$ cat src/rtl/ad9361_rx_pack.sv
// AD9361 receive packer: sign-extends 12-bit I/Q, packs 64-bit words, FWFT FIFO, fixed-length AXI-Stream packets.
// One-cycle push-to-tvalid latency; words arriving at a full FIFO with no pop are dropped and counted.
module ad9361_rx_pack #(
    parameter int FIFO_DEPTH = 16,
    parameter int PKT_LEN    = 256
) (
    input  logic                          clk,
    input  logic                          rst_n,
    input  logic                          chan_mode,
    input  logic                          capture_en,
    input  logic                          clr_status,
    input  logic                          adc_d1q1_valid,
    input  logic                          adc_d2q2_valid,
    input  logic [11:0]                   adc_data_d1,
    input  logic [11:0]                   adc_data_q1,
    input  logic [11:0]                   adc_data_d2,
    input  logic [11:0]                   adc_data_q2,
    output logic [63:0]                   m_axis_tdata,
    output logic                          m_axis_tvalid,
    input  logic                          m_axis_tready,
    output logic                          m_axis_tlast,
    output logic                          overflow,
    output logic                          misalign,
    output logic [15:0]                   drop_cnt,
    output logic [$clog2(FIFO_DEPTH):0]   fifo_level,
    output logic                          busy
);
    localparam int              AW        = $clog2(FIFO_DEPTH);
    localparam logic [AW:0]     DEPTH_L   = (AW+1)'(FIFO_DEPTH);
    localparam logic [15:0]     LAST_BEAT = 16'(PKT_LEN - 1);

    typedef enum logic [1:0] {S_IDLE, S_RUN, S_STOP} state_t;

    state_t          r_state;
    logic            r_mode;
    logic            r_half_vld;
    logic [31:0]     r_half_dat;
    logic [15:0]     r_beat;
    logic [64:0]     r_mem [FIFO_DEPTH];
    logic [AW-1:0]   r_wr_ptr;
    logic [AW-1:0]   r_rd_ptr;
    logic [AW:0]     r_level;
    logic            r_overflow;
    logic            r_misalign;
    logic [15:0]     r_drop_cnt;

    logic            w_word_vld;
    logic [63:0]     w_word_dat;
    logic            w_half_set;
    logic            w_half_clr;
    logic            w_misal;
    logic            w_full;
    logic            w_pop;
    logic            w_wr;
    logic            w_drop;
    logic            w_last;
    logic [15:0]     w_beat_nxt;
    logic            w_half_nxt;
    logic [64:0]     w_rd_word;

    function automatic logic [15:0] sext(input logic [11:0] s);
        return {{4{s[11]}}, s};
    endfunction

    always_comb begin
        w_word_vld = 1'b0;
        w_word_dat = '0;
        w_half_set = 1'b0;
        w_half_clr = 1'b0;
        w_misal    = 1'b0;
        if (r_state != S_IDLE) begin
            if (r_mode) begin
                if (adc_d1q1_valid && adc_d2q2_valid) begin
                    w_word_vld = 1'b1;
                    w_word_dat = {sext(adc_data_q2), sext(adc_data_d2),
                                  sext(adc_data_q1), sext(adc_data_d1)};
                end else if (adc_d1q1_valid ^ adc_d2q2_valid) begin
                    w_misal = 1'b1;
                end
            end else if (adc_d1q1_valid) begin
                if (r_half_vld) begin
                    w_word_vld = 1'b1;
                    w_word_dat = {sext(adc_data_q1), sext(adc_data_d1), r_half_dat};
                    w_half_clr = 1'b1;
                end else begin
                    w_half_set = 1'b1;
                end
            end
        end
    end

    assign w_full     = (r_level == DEPTH_L);
    assign w_pop      = (r_level != '0) && m_axis_tready;
    assign w_wr       = w_word_vld && (!w_full || w_pop);
    assign w_drop     = w_word_vld && w_full && !w_pop;
    assign w_last     = (r_beat == LAST_BEAT);
    assign w_beat_nxt = w_wr ? (w_last ? 16'd0 : r_beat + 16'd1) : r_beat;
    assign w_half_nxt = w_half_set || (r_half_vld && !w_half_clr);

    // Stop decision looks at post-cycle beat/half state so a word formed this cycle is never orphaned.
    always_ff @(posedge clk or negedge rst_n) begin
        if (!rst_n) begin
            r_state    <= S_IDLE;
            r_mode     <= 1'b0;
            r_half_vld <= 1'b0;
            r_half_dat <= '0;
            r_beat     <= '0;
        end else begin
            r_beat <= w_beat_nxt;
            if (w_half_set) begin
                r_half_dat <= {sext(adc_data_q1), sext(adc_data_d1)};
            end
            case (r_state)
                S_IDLE: begin
                    r_half_vld <= 1'b0;
                    if (capture_en) begin
                        r_mode  <= chan_mode;
                        r_state <= S_RUN;
                    end
                end
                S_RUN: begin
                    r_half_vld <= w_half_nxt;
                    if (!capture_en) begin
                        r_state <= (w_beat_nxt == 16'd0 && !w_half_nxt) ? S_IDLE : S_STOP;
                    end
                end
                S_STOP: begin
                    r_half_vld <= w_half_nxt;
                    if (w_wr && w_last) begin
                        r_state <= S_IDLE;
                    end
                end
                default: r_state <= S_IDLE;
            endcase
        end
    end

    always_ff @(posedge clk) begin
        if (w_wr) begin
            r_mem[r_wr_ptr] <= {w_last, w_word_dat};
        end
    end

    always_ff @(posedge clk or negedge rst_n) begin
        if (!rst_n) begin
            r_wr_ptr <= '0;
            r_rd_ptr <= '0;
            r_level  <= '0;
        end else begin
            if (w_wr) begin
                r_wr_ptr <= r_wr_ptr + AW'(1);
            end
            if (w_pop) begin
                r_rd_ptr <= r_rd_ptr + AW'(1);
            end
            case ({w_wr, w_pop})
                2'b10:   r_level <= r_level + (AW+1)'(1);
                2'b01:   r_level <= r_level - (AW+1)'(1);
                default: r_level <= r_level;
            endcase
        end
    end

    // A drop coinciding with clr_status leaves the status showing that drop.
    always_ff @(posedge clk or negedge rst_n) begin
        if (!rst_n) begin
            r_overflow <= 1'b0;
            r_misalign <= 1'b0;
            r_drop_cnt <= '0;
        end else begin
            if (w_drop) begin
                r_overflow <= 1'b1;
            end else if (clr_status) begin
                r_overflow <= 1'b0;
            end
            if (w_misal) begin
                r_misalign <= 1'b1;
            end else if (clr_status) begin
                r_misalign <= 1'b0;
            end
            if (clr_status) begin
                r_drop_cnt <= w_drop ? 16'd1 : 16'd0;
            end else if (w_drop && r_drop_cnt != 16'hFFFF) begin
                r_drop_cnt <= r_drop_cnt + 16'd1;
            end
        end
    end

    assign w_rd_word     = r_mem[r_rd_ptr];
    assign m_axis_tvalid = (r_level != '0);
    assign m_axis_tdata  = m_axis_tvalid ? w_rd_word[63:0] : 64'd0;
    assign m_axis_tlast  = m_axis_tvalid && w_rd_word[64];
    assign overflow      = r_overflow;
    assign misalign      = r_misalign;
    assign drop_cnt      = r_drop_cnt;
    assign fifo_level    = r_level;
    assign busy          = (r_state != S_IDLE);
endmodule

$ cat config.mk
export PLATFORM = sky130hd
export DESIGN_NAME = ad9361_rx_pack
export DESIGN_NICKNAME = d
export VERILOG_FILES = /design/src/rtl/ad9361_rx_pack.sv
export SDC_FILE = /design/constraint.sdc
export NUM_CORES = 1
export LEC_CHECK = 0
export BUFFER_PORTS_ARGS = -buffer_cell sky130_fd_sc_hd__buf_2
export CORE_ASPECT_RATIO = 0.9
export CORE_MARGIN = 2
export CORE_UTILIZATION = 60
export CTS_BUF_LIST = sky130_fd_sc_hd__clkbuf_8
export CTS_CLUSTER_SIZE = 14
export DETAILED_ROUTE_END_ITERATION = 8
export PLACE_DENSITY = 0.79
export SKIP_CTS_REPAIR_TIMING = 1
export SLEW_MARGIN = 25
export SYNTH_ARGS = -nofsm -noshare
export SYNTH_HDL_FRONTEND = slang
export SYNTH_SLANG_ARGS = --single-unit
$ cat constraint.sdc
create_clock -name clk -period 11.85 [get_ports clk]
set_input_delay 2.37 -clock clk [delete_from_list [all_inputs] [get_ports clk]]
set_output_delay 2.37 -clock clk [all_outputs]
set_load 0.005 [all_outputs]
* Word-level counts from Yosys, hierarchy flattened
Memories as Yosys holds them, arrays and structs flattened.
Index checks and enable logic that the tools add are counted.
W data, S select, Z words.
** Operators by class
- Add/subtract/negate cells :: 6
- Eq/ne operators :: 10
- Mux-type cells :: 38
- Bitwise logic cells :: 1
- Reduce and logical (&&, ||, !) cells :: 28
** Operator list (number)
- $mux W64 :: 6
- $mux W16 :: 4
- $add A16 B1 Y16 const B :: 2
- $mux W1 :: 21
- $eq A16 B8 Y1 const B :: 1
- $logic_not A16 Y1 :: 1
- $ne A16 B16 Y1 const B :: 1
- $reduce_bool A2 Y1 :: 6
- $logic_and A1 B1 Y1 :: 10
- $pmux W5 S2 :: 1
- $add A4 B1 Y4 const B :: 2
- $mux W2 :: 4
- $ne A2 B2 Y1 const B :: 3
- $pmux W2 S3 :: 1
- $add A5 B1 Y5 const B :: 1
- $eq A5 B5 Y1 const B :: 1
- $reduce_bool A5 Y1 :: 1
- $sub A5 B1 Y5 const B :: 1
- $eq A2 B1 Y1 const B :: 2
- $eq A2 B2 Y1 const B :: 2
- $logic_not A1 Y1 :: 4
- $reduce_and A3 Y1 :: 1
- $logic_not A2 Y1 :: 1
- $logic_or A1 B1 Y1 :: 2
- other kinds (4) :: 4
** Word-level totals
- Bits in registers :: 79
- RAM bits :: 1040
- Logic and storage cells :: 95
- Memories :: 1
** Memory list
- r_mem :: words 16, bits a word 65, read ports 1, clocked after Yosys merged registers in 0, write ports 1, RTL line 39 : logic [64:0] r_mem [FIFO_DEPTH];

* Depth between registers and ports, before layout
Gate-level depths: netlist of the first run.
- Word-level depth :: 12
- Gate-level depth with buffers :: 15

* Worst setup path before layout of the first run
OpenSTA, ideal clock, no wires.
- Kind :: input -> register
- From :: in adc_d1q1_valid
- To :: mem r_mem[0][0] (enable)
- Library setup time :: 0.516 ns
- Arrival :: 7.036 ns
- Required time :: 11.334 ns
- Path slack :: 4.297 ns
- Stages on the path :: 9
- Buffers on the path :: 4
- Path through :: ha_1 and3b_1 clkbuf_1 a2bb2oi_4 buf_2 buf_4 buf_4 nand2_1 nor3_1
** Between the ends
- Longest elaborated chain between the ends :: 7
- Elaborated cells between the ends (all ways) :: 8
- Classes of those cells :: mux: 6; reduce/logical: 2
** Ends and longest elaborated chain
- from (decl) :: RTL line 12 : input logic adc_d1q1_valid,
- $logic_and A1 B1 Y1 :: RTL line 73 : if (adc_d1q1_valid && adc_d2q2_valid) begin
- $mux W1 :: RTL line 73
- $mux W1 (*) :: RTL line 72 : if (r_mode) begin
- $mux W1 (*) :: RTL line 71 : if (r_state != S_IDLE) begin
- $logic_and A1 B1 Y1 (*) :: RTL line 94 : assign w_wr = w_word_vld && (!w_full || w_pop);
- $mux W1 (*) :: RTL line 139 : if (w_wr) begin
- $mux W1 (not written as such) (*) :: RTL line 140 : r_mem[r_wr_ptr] <= {w_last, w_word_dat};
- to (decl) :: RTL line 39
Every way passes the cells marked *; elsewhere a longest branch is shown, timed or not.

* Worst setup path after layout of the first run
- From :: reg r_rd_ptr[0]
- To :: out m_axis_tdata[44]
** Between the ends
- Longest elaborated chain between the ends :: 2
** Ends and longest elaborated chain
- from (decl) :: RTL line 41 : logic [AW-1:0] r_rd_ptr;
- from (signal assigned) :: RTL line 154 : r_rd_ptr <= r_rd_ptr + AW'(1);
- $mem_v2 Z16 W65
- $mux W64 :: RTL line 191 : assign m_axis_tdata = m_axis_tvalid ? w_rd_word[63:0] : 64'd0;
- to (decl) :: RTL line 18 : output logic [63:0] m_axis_tdata,
No other way between the ends.

==> qor.yml, run 1 <==
outcome:
  outcome: "complete, no violations"
power:
  p_total_mw: 8.34
  combPwrFrac_pct: 29.1
  ir_drop_mv: 0.170
  clkPwrFrac_pct: 26.8
  power.switching_mw: 2.42
  power_density_nw_per_um2: 219
  seq_power_share_pct: 44.1
  p_sw_share_pct: 29.0
  p_leak_nw: 13.0
  internal-power_mw: 5.92
job:
  cap_violations: 0
clock_network:
  cts_buffers: 131
  clock_sinks: 859
  path_clk_slew_ns: 0.07
  clock-root-buffer: "clkbuf_8"
  cts_tree: "built"
  clockBufferDepth: 3
  insertion_delay_ns: 0.77
  htreeDepth: 4
logic_synthesis:
  ys_ff_latch: 859
  synth_area_leaders: "edfxtp_1, mux4_2, dfrtp_1"
  async_reset_ff_share_pct: 8.73
  syn_nets: 1655
  ys_types: 54
  synth_edf_count: 784
  synthFlopType: "edfxtp_1"
  synth_commonest_cells: "edfxtp_1, mux4_2, dfrtp_1, and2_1, clkbuf_1"
  ys_seq_area_share_pct: 74.3
  yosysWarnings: 0
  post-synth-top-count-cell: "edfxtp_1"
  synth_area_sq_um: 34200
  synth_top_area_share_pct: 68.9
  syn_area_per_cell_sq_um: 21.6
  yosysTopAreaCell: "edfxtp_1"
  postSynthCellCount: 1581
grt:
  grt_overflow: 0
  grt_pass1_vias: 17200
  grt_max_degree: 178
  grt_pass1_wl_um: 112000
  antenna_found_initial: 5
  grt_usage_pct: 26.4
critical_path:
  path_cells: "buf_12, buf_16, buf_6, mux4_2, mux4_2, and2_1, buf_2"
  cpPeakStageDelay_ns: 0.72
  endpoint_kind: "primary output"
  r2r_start: "r_state[0]"
  crit_arrival_ns: 4.56
  critical_path.top_delay_family: "buffers and inverters"
  startpoint: "r_rd_ptr[0]"
  crit_slowest_cell: "dfrtp_4"
  worstPathRequired_ns: 9.48
  crit_top_cell: "mux4_2"
  crit_buf_inv: 4
  worstSetupStartpointType: "flip-flop"
  worst-setup-path-type: "flip-flop to primary output"
  critPathMaxFanout: 67
worst_hold_path:
  worstHoldStart: "overflow"
  min_path_type: "flip-flop to flip-flop"
routing:
  vias_per_cell: 6.37
  first_pass_iters: 5
  wl_um: 75400
  drt_iter0_markers: 1990
  drcViolationCount: 0
  drt-wirelength-per-cell_um: 28.5
  final_antenna_net_count: 0
  vias: 16900
sta:
  relSlewSlack_pct: 34.4
  finalClockSkew_ns: 0.0207
  hold_violations: 0
  post-route-min-period_ns: 6.93
  drv_slew: 0
  fmax_mhz: 144
  rsz0062_at_grt: "no"
  setup_viol: 0
  timing.setup.tns_ns: 0
  tightest_slew_ns: 0.984
  fin_crit_sh_pct: 58.5
  holdWs_ns: 0.490
floorplanning:
  die-area_sq_um: 58900
  core_area_sq_um: 56000
  ios: 146
  die_h_um: 230
  rows: 82
  start_util_pct: 61.0
  die_x_um: 256
layout:
  fill_cells: 3423
  nets: 1855
  fin_cells: 2646
  utilization_pct: 68.0
  area_delta_synth_final_pct: 11.4
  drive_above_1_share_pct: 33.6
placed_design:
  dp_hpwl_um: 41000
  place.port_buffers: 145
  dpl.cell_count: 2403
  routabilityCongestion: 0.794
sequential cells by signal (all words and copies together) (netlist names):
signal	count
misalign	1
fifo_level	5
r_beat	16
r_wr_ptr	4
r_half_vld	1
r_rd_ptr	4
drop_cnt	16
r_mode	1
r_state	2
r_mem	784
r_half_dat	24
overflow	1
cell families (layout without fill, tap and decap cells):
kind of cell	Yosys count	after routing	synth area share [%]
flip-flops	859	859	74.3
multiplexers	275	275	17.1
AND/OR/NAND/NOR	176	176	2.84
buffers and inverters	121	427	1.90
AO/OA/AOI/OAI	96	96	2.21
XOR/XNOR	36	36	0.922
adder cells (fa/ha/maj)	18	18	0.681
other	0	3	0
layout by cell type, fill, tap and decap left out, types with 10 or more instances in the layout:
cell type / netlist / final
buf_2: 14 / 144
nor2_1: 31 / 18
nand4_1: 16 / 16
and2_1: 53 / 53
buf_4: 19 / 22
ha_1: 17 / 17
nand2_1: 29 / 29
mux2_2: 27 / 27
xnor2_1: 18 / 18
nor2_4: 0 / 13
edfxtp_1: 784 / 784
inv_1: 15 / 68
dfrtp_1: 75 / 71
a22o_1: 48 / 48
clkbuf_8: 0 / 137
clkinv_1: 0 / 25
xor2_1: 18 / 18
mux4_2: 245 / 245
clkinv_2: 0 / 10
o21ai_0: 11 / 11
and3_1: 11 / 11
through the flow:
stage | setup WS (ns) | area (sq um)
after global routing | 4.48 | 38100
after floorplan | 4.30 | 34200
final | 4.92 | 38100
after detailed placement | 5.26 | 35700
after global placement | 5.40 | 35600
after CTS | 4.39 | 38000
per-layer routing:
layer / vias to the layer above / wire length [um] / GRT usage [%]
met1: 8829 / 29500 / 36.9
met5: - / 27 / 0
li1: 6992 / - / -
met4: 4 / 2260 / 10.8
met2: 915 / 35600 / 39.4
met3: 126 / 8020 / 8.36
final cells by class:
class | count | area (sq um) | area share, %
sequential | 859 | 25400 | 66.8
multi-input combinational | 601 | 8250 | 21.7
clock buffer | 137 | 1890 | 4.95
timing repair buffer | 172 | 1000 | 2.64
tap | 756 | 946 | 2.48
clock inverter | 102 | 499 | 1.31
inverter | 16 | 60.1 | 0.158
antenna | 3 | 7.51 | 0.0197
path summary, 6_finish.rpt:
kind	endpoint	slack (ns)	cells past startpoint
setup / recovery	m_axis_tdata[44]	4.92	7
max in group asynchronous	r_rd_ptr[2]	9.64	1
setup reg to reg	r_mem[12][5]	7.36	8
min in group asynchronous	r_beat[8]	1.65	1
hold reg to reg	overflow	0.49	1
hold / removal	overflow	0.49	1
power by group through the flow:
stage / clock network (mW) / logic [mW] / registers, mW
6_report: 2.23 / 2.43 / 3.68
5_1_grt: 2.41 / 2.61 / 3.70
4_1_cts: 2.27 / 2.47 / 3.68
3_5_place_dp: 0 / 2.46 / 3.74
3_3_place_gp: 0 / 2.41 / 3.73
2_1_floorplan: 0 / 1.89 / 3.63
Power figures use the tool's default switching activity.
==> inputs of run 2 (changes only) <==
--- a/config.mk
+++ b/config.mk
@@ -8,11 +8,11 @@
 export BUFFER_PORTS_ARGS = -buffer_cell sky130_fd_sc_hd__buf_2
 export CORE_ASPECT_RATIO = 0.9
 export CORE_MARGIN = 2
-export CORE_UTILIZATION = 60
+export CORE_UTILIZATION = 58
 export CTS_BUF_LIST = sky130_fd_sc_hd__clkbuf_8
 export CTS_CLUSTER_SIZE = 14
 export DETAILED_ROUTE_END_ITERATION = 8
-export PLACE_DENSITY = 0.79
+export PLACE_DENSITY = 0.8
 export SKIP_CTS_REPAIR_TIMING = 1
 export SLEW_MARGIN = 25
 export SYNTH_ARGS = -nofsm -noshare
==> constraint.sdc (replaced) <==
create_clock -name clk -period 5.7 [get_ports clk]
set_input_delay 1.14 -clock clk [delete_from_list [all_inputs] [get_ports clk]]
set_output_delay 1.14 -clock clk [all_outputs]
set_load 0.005 [all_outputs]
==> run 2 against run 1 <==
Against the previous run: sequential share of layout area fell by 0.74 points; critical path depth decreased by 2; die area up 3.4%; total power grew 110%; worst setup slack got worse by 4.0 ns; clock power increased by 120%; first-iteration DRC count hardly changed; hold slack lost 0.15 ns; final cell count is 0.72% higher; sequential power rose by 110%; via count is 1.8% higher; critical path type unchanged; critical endpoint is now m_axis_tdata[30]; largest cell class unchanged.
==> qor.yml, run 2 (synthesis gave the netlist of run 1 again) <==
sta:
  timing.setup.tns_ns: 0
  post-route-min-period_ns: 4.80
  setup_viol: 0
  tightest_slew_ns: 1.07
  hold_violations: 0
  drv_slew: 0
  finalClockSkew_ns: 0.0246
  fin_crit_sh_pct: 84.2
  relSlewSlack_pct: 28.6
  rsz0062_at_grt: "no"
  fmax_mhz: 208
critical_path:
  endpoint_kind: "primary output"
  worstPathRequired_ns: 4.56
  crit_arrival_ns: 3.66
  worst-setup-path-type: "flip-flop to primary output"
  worstSetupStartpointType: "flip-flop"
  critPathMaxFanout: 63
layout:
  nets: 1868
  top_register: "r_mem"
  final_common_cell: "edfxtp_1"
  reg_top3: "r_mem (784), r_half_dat (24)"
  largest_register_ffs: 784
  drive_above_1_share_pct: 34.5
  final_cell_mix: "edfxtp_1, mux4_2, clkbuf_8"
  postLayoutCellArea_sq_um: 38500
  fill_cells: 3597
  area_delta_synth_final_pct: 12.6
floorplanning:
  rows: 84
  core_area_sq_um: 58300
  die_x_um: 260
  die-area_sq_um: 60900
  ios: 146
  start_util_pct: 58.6
  die_h_um: 234
routing:
  drt-wirelength-per-cell_um: 29.4
  wl_um: 78500
  first_pass_iters: 5
  vias_per_cell: 6.44
  vias: 17200
  final_antenna_net_count: 0
  drt_iter0_markers: 1991
  drcViolationCount: 0
placed_design:
  dp_hpwl_um: 43700
  place_area_sq_um: 36000
  routabilityCongestion: 0.813
  place.port_buffers: 145
grt:
  antenna_found_initial: 9
  grt_usage_pct: 26.8
  grt_overflow: 0
  grt_max_degree: 64
  grt_pass1_wl_um: 115000
  grt_pass1_vias: 18000
clock_network:
  clockBufferDepth: 3
  insertion_delay_ns: 0.78
  htreeDepth: 4
  clock-root-buffer: "clkbuf_8"
  cts_tree: "built"
  path_clk_slew_ns: 0.06
  cts_buffers: 131
  clock_sinks: 859
worst_hold_path:
  min_path_type: "primary input to asynchronous set/reset pin"
power:
  ir_drop_mv: 0.334
  power_density_nw_per_um2: 461
  p_leak_nw: 13.1
outcome:
  outcome: "complete, no violations"
job:
  cap_violations: 0
-- run 2: cell count changes in the layout (fill, tap and decap cells not counted), sizes merged --
cell	before	now
buf	172	185
inv	72	60
clkbuf	137	145
clkinv	35	28
bufinv	2	7
clkinvlp	9	4
diode	3	2
-- run 2: critical path: stages (launching register included) --
cell,delay [ns]
dfrtp_4,1.11
buf_4,0.47
mux4_2,0.37
mux4_2,0.52
and2_1,0.21
buf_2,0.14
-- run 2: cell type report --
type,instances,area [sq um],area share (%)
repair buffers,185,1250,3.26
diodes,2,5.00,0.0130
multi-input cells,601,8270,21.5
flip-flops and latches,859,25400,66.0
clock buffers,145,2000,5.18
clock inverters,83,526,1.36
inverters,16,60.1,0.156
well taps,774,968,2.51
-- run 2: path summary, 6_finish.rpt --
check | start | to | slack [ns] | cells past startpoint
min reg2reg | overflow | overflow | 0.49 | 1
max reg2reg | r_state[0] | r_mem[9][3] | 2.06 | 7
max in group asynchronous | rst_n | r_rd_ptr[0] | 4.34 | 2
max | r_rd_ptr[1] | m_axis_tdata[30] | 0.90 | 5
min in group clk | overflow | overflow | 0.49 | 1
min | rst_n | r_beat[12] | 0.34 | 1
-- run 2: power breakdown --
part | leakage, nW | switching (mW) | internal [mW] | total (mW)
clock network | 1.44 | 2.28 | 2.64 | 4.92
registers | 8.19 | 0.498 | 7.30 | 7.80
logic | 3.48 | 2.31 | 2.72 | 5.03
total | 13.1 | 5.09 | 12.7 | 17.8
-- run 2: per-stage QoR --
| stage | worst slack, ns | power [mW] | std cells | utilization, % | hold slack [ns] |
|---|---|---|---|---|---|
| final | 0.903 | 17.8 | 2665 | 66.0 | 0.337 |
| after global routing | 0.811 | 18.5 | 2663 | 66.0 | 0.352 |
| after CTS | 0.873 | 17.9 | 2663 | 66.0 | 0.304 |
| after detailed placement | 1.56 | 13.0 | 2435 | 61.7 | 0.464 |
| after global placement | 1.60 | 12.9 | 2435 | 61.7 | 0.470 |
| after floorplan | 0.691 | 11.5 | 1581 | - | 0.467 |
-- run 2: layer usage --
metal | up-vias | track usage (%) | share of wire [%]
met2 | 1055 | 41.6 | 48
met3 | 136 | 6.82 | 12
met1 | 8971 | 37.0 | 38
li1 | 7002 | - | -
met4 | 10 | 10.7 | 2.7
met5 | - | 0 | 0.073
==> inputs of run 3 (changes only) <==
==> constraint.sdc (replaced) <==
create_clock -name clk -period 4.34 [get_ports clk]
set_input_delay 0.868 -clock clk [delete_from_list [all_inputs] [get_ports clk]]
set_output_delay 0.868 -clock clk [all_outputs]
set_load 0.005 [all_outputs]
==> run 3 against run 2 <==
Against the previous run: via count grew 1.6%; clock skew grew 0.014 ns; sequential power grew 28%; first-iteration DRC count grew 8.5%; critical path depth is the same; worst setup slack lost 0.75 ns; clock power grew 29%; largest power group unchanged.
==> qor.yml, run 3 (synthesis gave the netlist of run 1 again) <==
layout:
  drive_above_1_share_pct: 35.0
  area_delta_synth_final_pct: 13.0
  top_register: "r_mem"
  postLayoutCellArea_sq_um: 38600
  utilization_pct: 66.2
  nets: 1888
  largest_register_ffs: 784
  final_cell_mix: "edfxtp_1, mux4_2, clkbuf_8"
  reg_top3: "r_mem (784), r_half_dat (24)"
  final_common_cell: "edfxtp_1"
sta:
  finalClockSkew_ns: 0.0382
  setup_viol: 0
  post-route-min-period_ns: 4.18
  hold_violations: 0
  fmax_mhz: 239
  fin_crit_sh_pct: 96.4
  drv_slew: 0
  holdWs_ns: 0.168
  tightest_slew_ns: 1.00
  rsz0062_at_grt: "no"
  fin_ws_ns: 0.157
  relSlewSlack_pct: 33.0
floorplanning:
  start_util_pct: 58.6
  die-area_sq_um: 60900
  rows: 84
  core_area_sq_um: 58300
  die_h_um: 234
  ios: 146
  die_x_um: 260
outcome:
  outcome: "complete, no violations"
job:
  cap_violations: 0
grt:
  grt_pass1_wl_um: 115000
  grt_max_degree: 69
  grt_pass1_vias: 17600
  grt_overflow: 0
  grt_usage_pct: 26.9
  antenna_found_initial: 8
routing:
  drt_iter0_markers: 2161
  wl_um: 79500
  final_antenna_net_count: 0
  first_pass_iters: 5
  vias_per_cell: 6.46
  vias: 17500
  drcViolationCount: 0
  drt-wirelength-per-cell_um: 29.4
clock_network:
  clock_sinks: 859
  cts_buffers: 133
  clock-root-buffer: "clkbuf_8"
  path_clk_slew_ns: 0.06
  clockBufferDepth: 3
  htreeDepth: 4
  cts_tree: "built"
  insertion_delay_ns: 0.78
placed_design:
  place.port_buffers: 145
  place_ws_ns: 0.772
  routabilityCongestion: 0.807
  place_area_sq_um: 36100
  dp_hpwl_um: 45100
critical_path:
  endpoint_kind: "primary output"
  crit_arrival_ns: 3.31
  worstSetupStartpointType: "flip-flop"
  worstPathRequired_ns: 3.47
  critPathMaxFanout: 34
  worst-setup-path-type: "flip-flop to primary output"
power:
  ir_drop_mv: 0.620
  p_leak_nw: 13.2
  power_density_nw_per_um2: 605
worst_hold_path:
  min_path_type: "primary input to asynchronous set/reset pin"
## run 3: changes by cell type in the layout (fill, tap and decap cells not counted), sizes merged
cell	previous run	this run
bufinv	7	4
diode	2	4
buf	185	203
inv	60	70
clkinv	28	36
clkinvlp	4	6
## run 3: through the flow
step / power, mW / instances / TNS (ns)
final: 23.4 / 2702 / 0
after CTS: 23.5 / 2697 / -0.162
after global placement: 17.0 / 2452 / 0
after floorplan: 15.1 / 1581 / -211.31
after detailed placement: 17.1 / 2452 / 0
after global routing: 24.3 / 2699 / 0
## run 3: report_power, final
group,switching [mW],internal (mW),total [mW]
clock network,3.05,3.33,6.37
logic,3.31,3.64,6.95
registers,0.435,9.60,10.0
total,6.79,16.6,23.4
## run 3: layout make-up
cell class | instances | area [sq um]
well taps | 774 | 968
multi-input cells | 601 | 8270
inverters | 16 | 60.1
diodes | 4 | 10.0
repair buffers | 203 | 1350
clock inverters | 100 | 538
flip-flops and latches | 859 | 25400
clock buffers | 145 | 2000
fillers | 3541 | 19700
## run 3: routing by layer
layer	routed length [um]	vias to the layer above	global-route usage (%)	part of all wire, %
li1	-	7066	-	-
met1	29700	9078	36.7	37
met2	37600	1119	40.6	47
met3	9490	180	8.24	12
met4	2480	10	11.8	3.1
met5	210	-	1.83	0.26
## run 3: path summary, 6_finish.rpt
| path | start | endpoint | slack (ns) | cells past startpoint |
|---|---|---|---|---|
| hold / removal | rst_n | r_beat[8] | 0.17 | 1 |
| setup / recovery | r_rd_ptr[0] | m_axis_tdata[32] | 0.16 | 5 |
| min in group clk | chan_mode | r_mode | 0.32 | 2 |
| hold reg to reg | overflow | overflow | 0.48 | 1 |
| setup reg to reg | fifo_level[1] | fifo_level[4] | 0.96 | 12 |
| max in group asynchronous | rst_n | drop_cnt[2] | 3.31 | 2 |
## run 3: critical path: stages, from the launching register on
cell and delay (ns):
dfrtp_4 0.74, buf_12 0.35, mux4_2 0.55, mux4_2 0.47
and2_1 0.25, buf_2 0.16
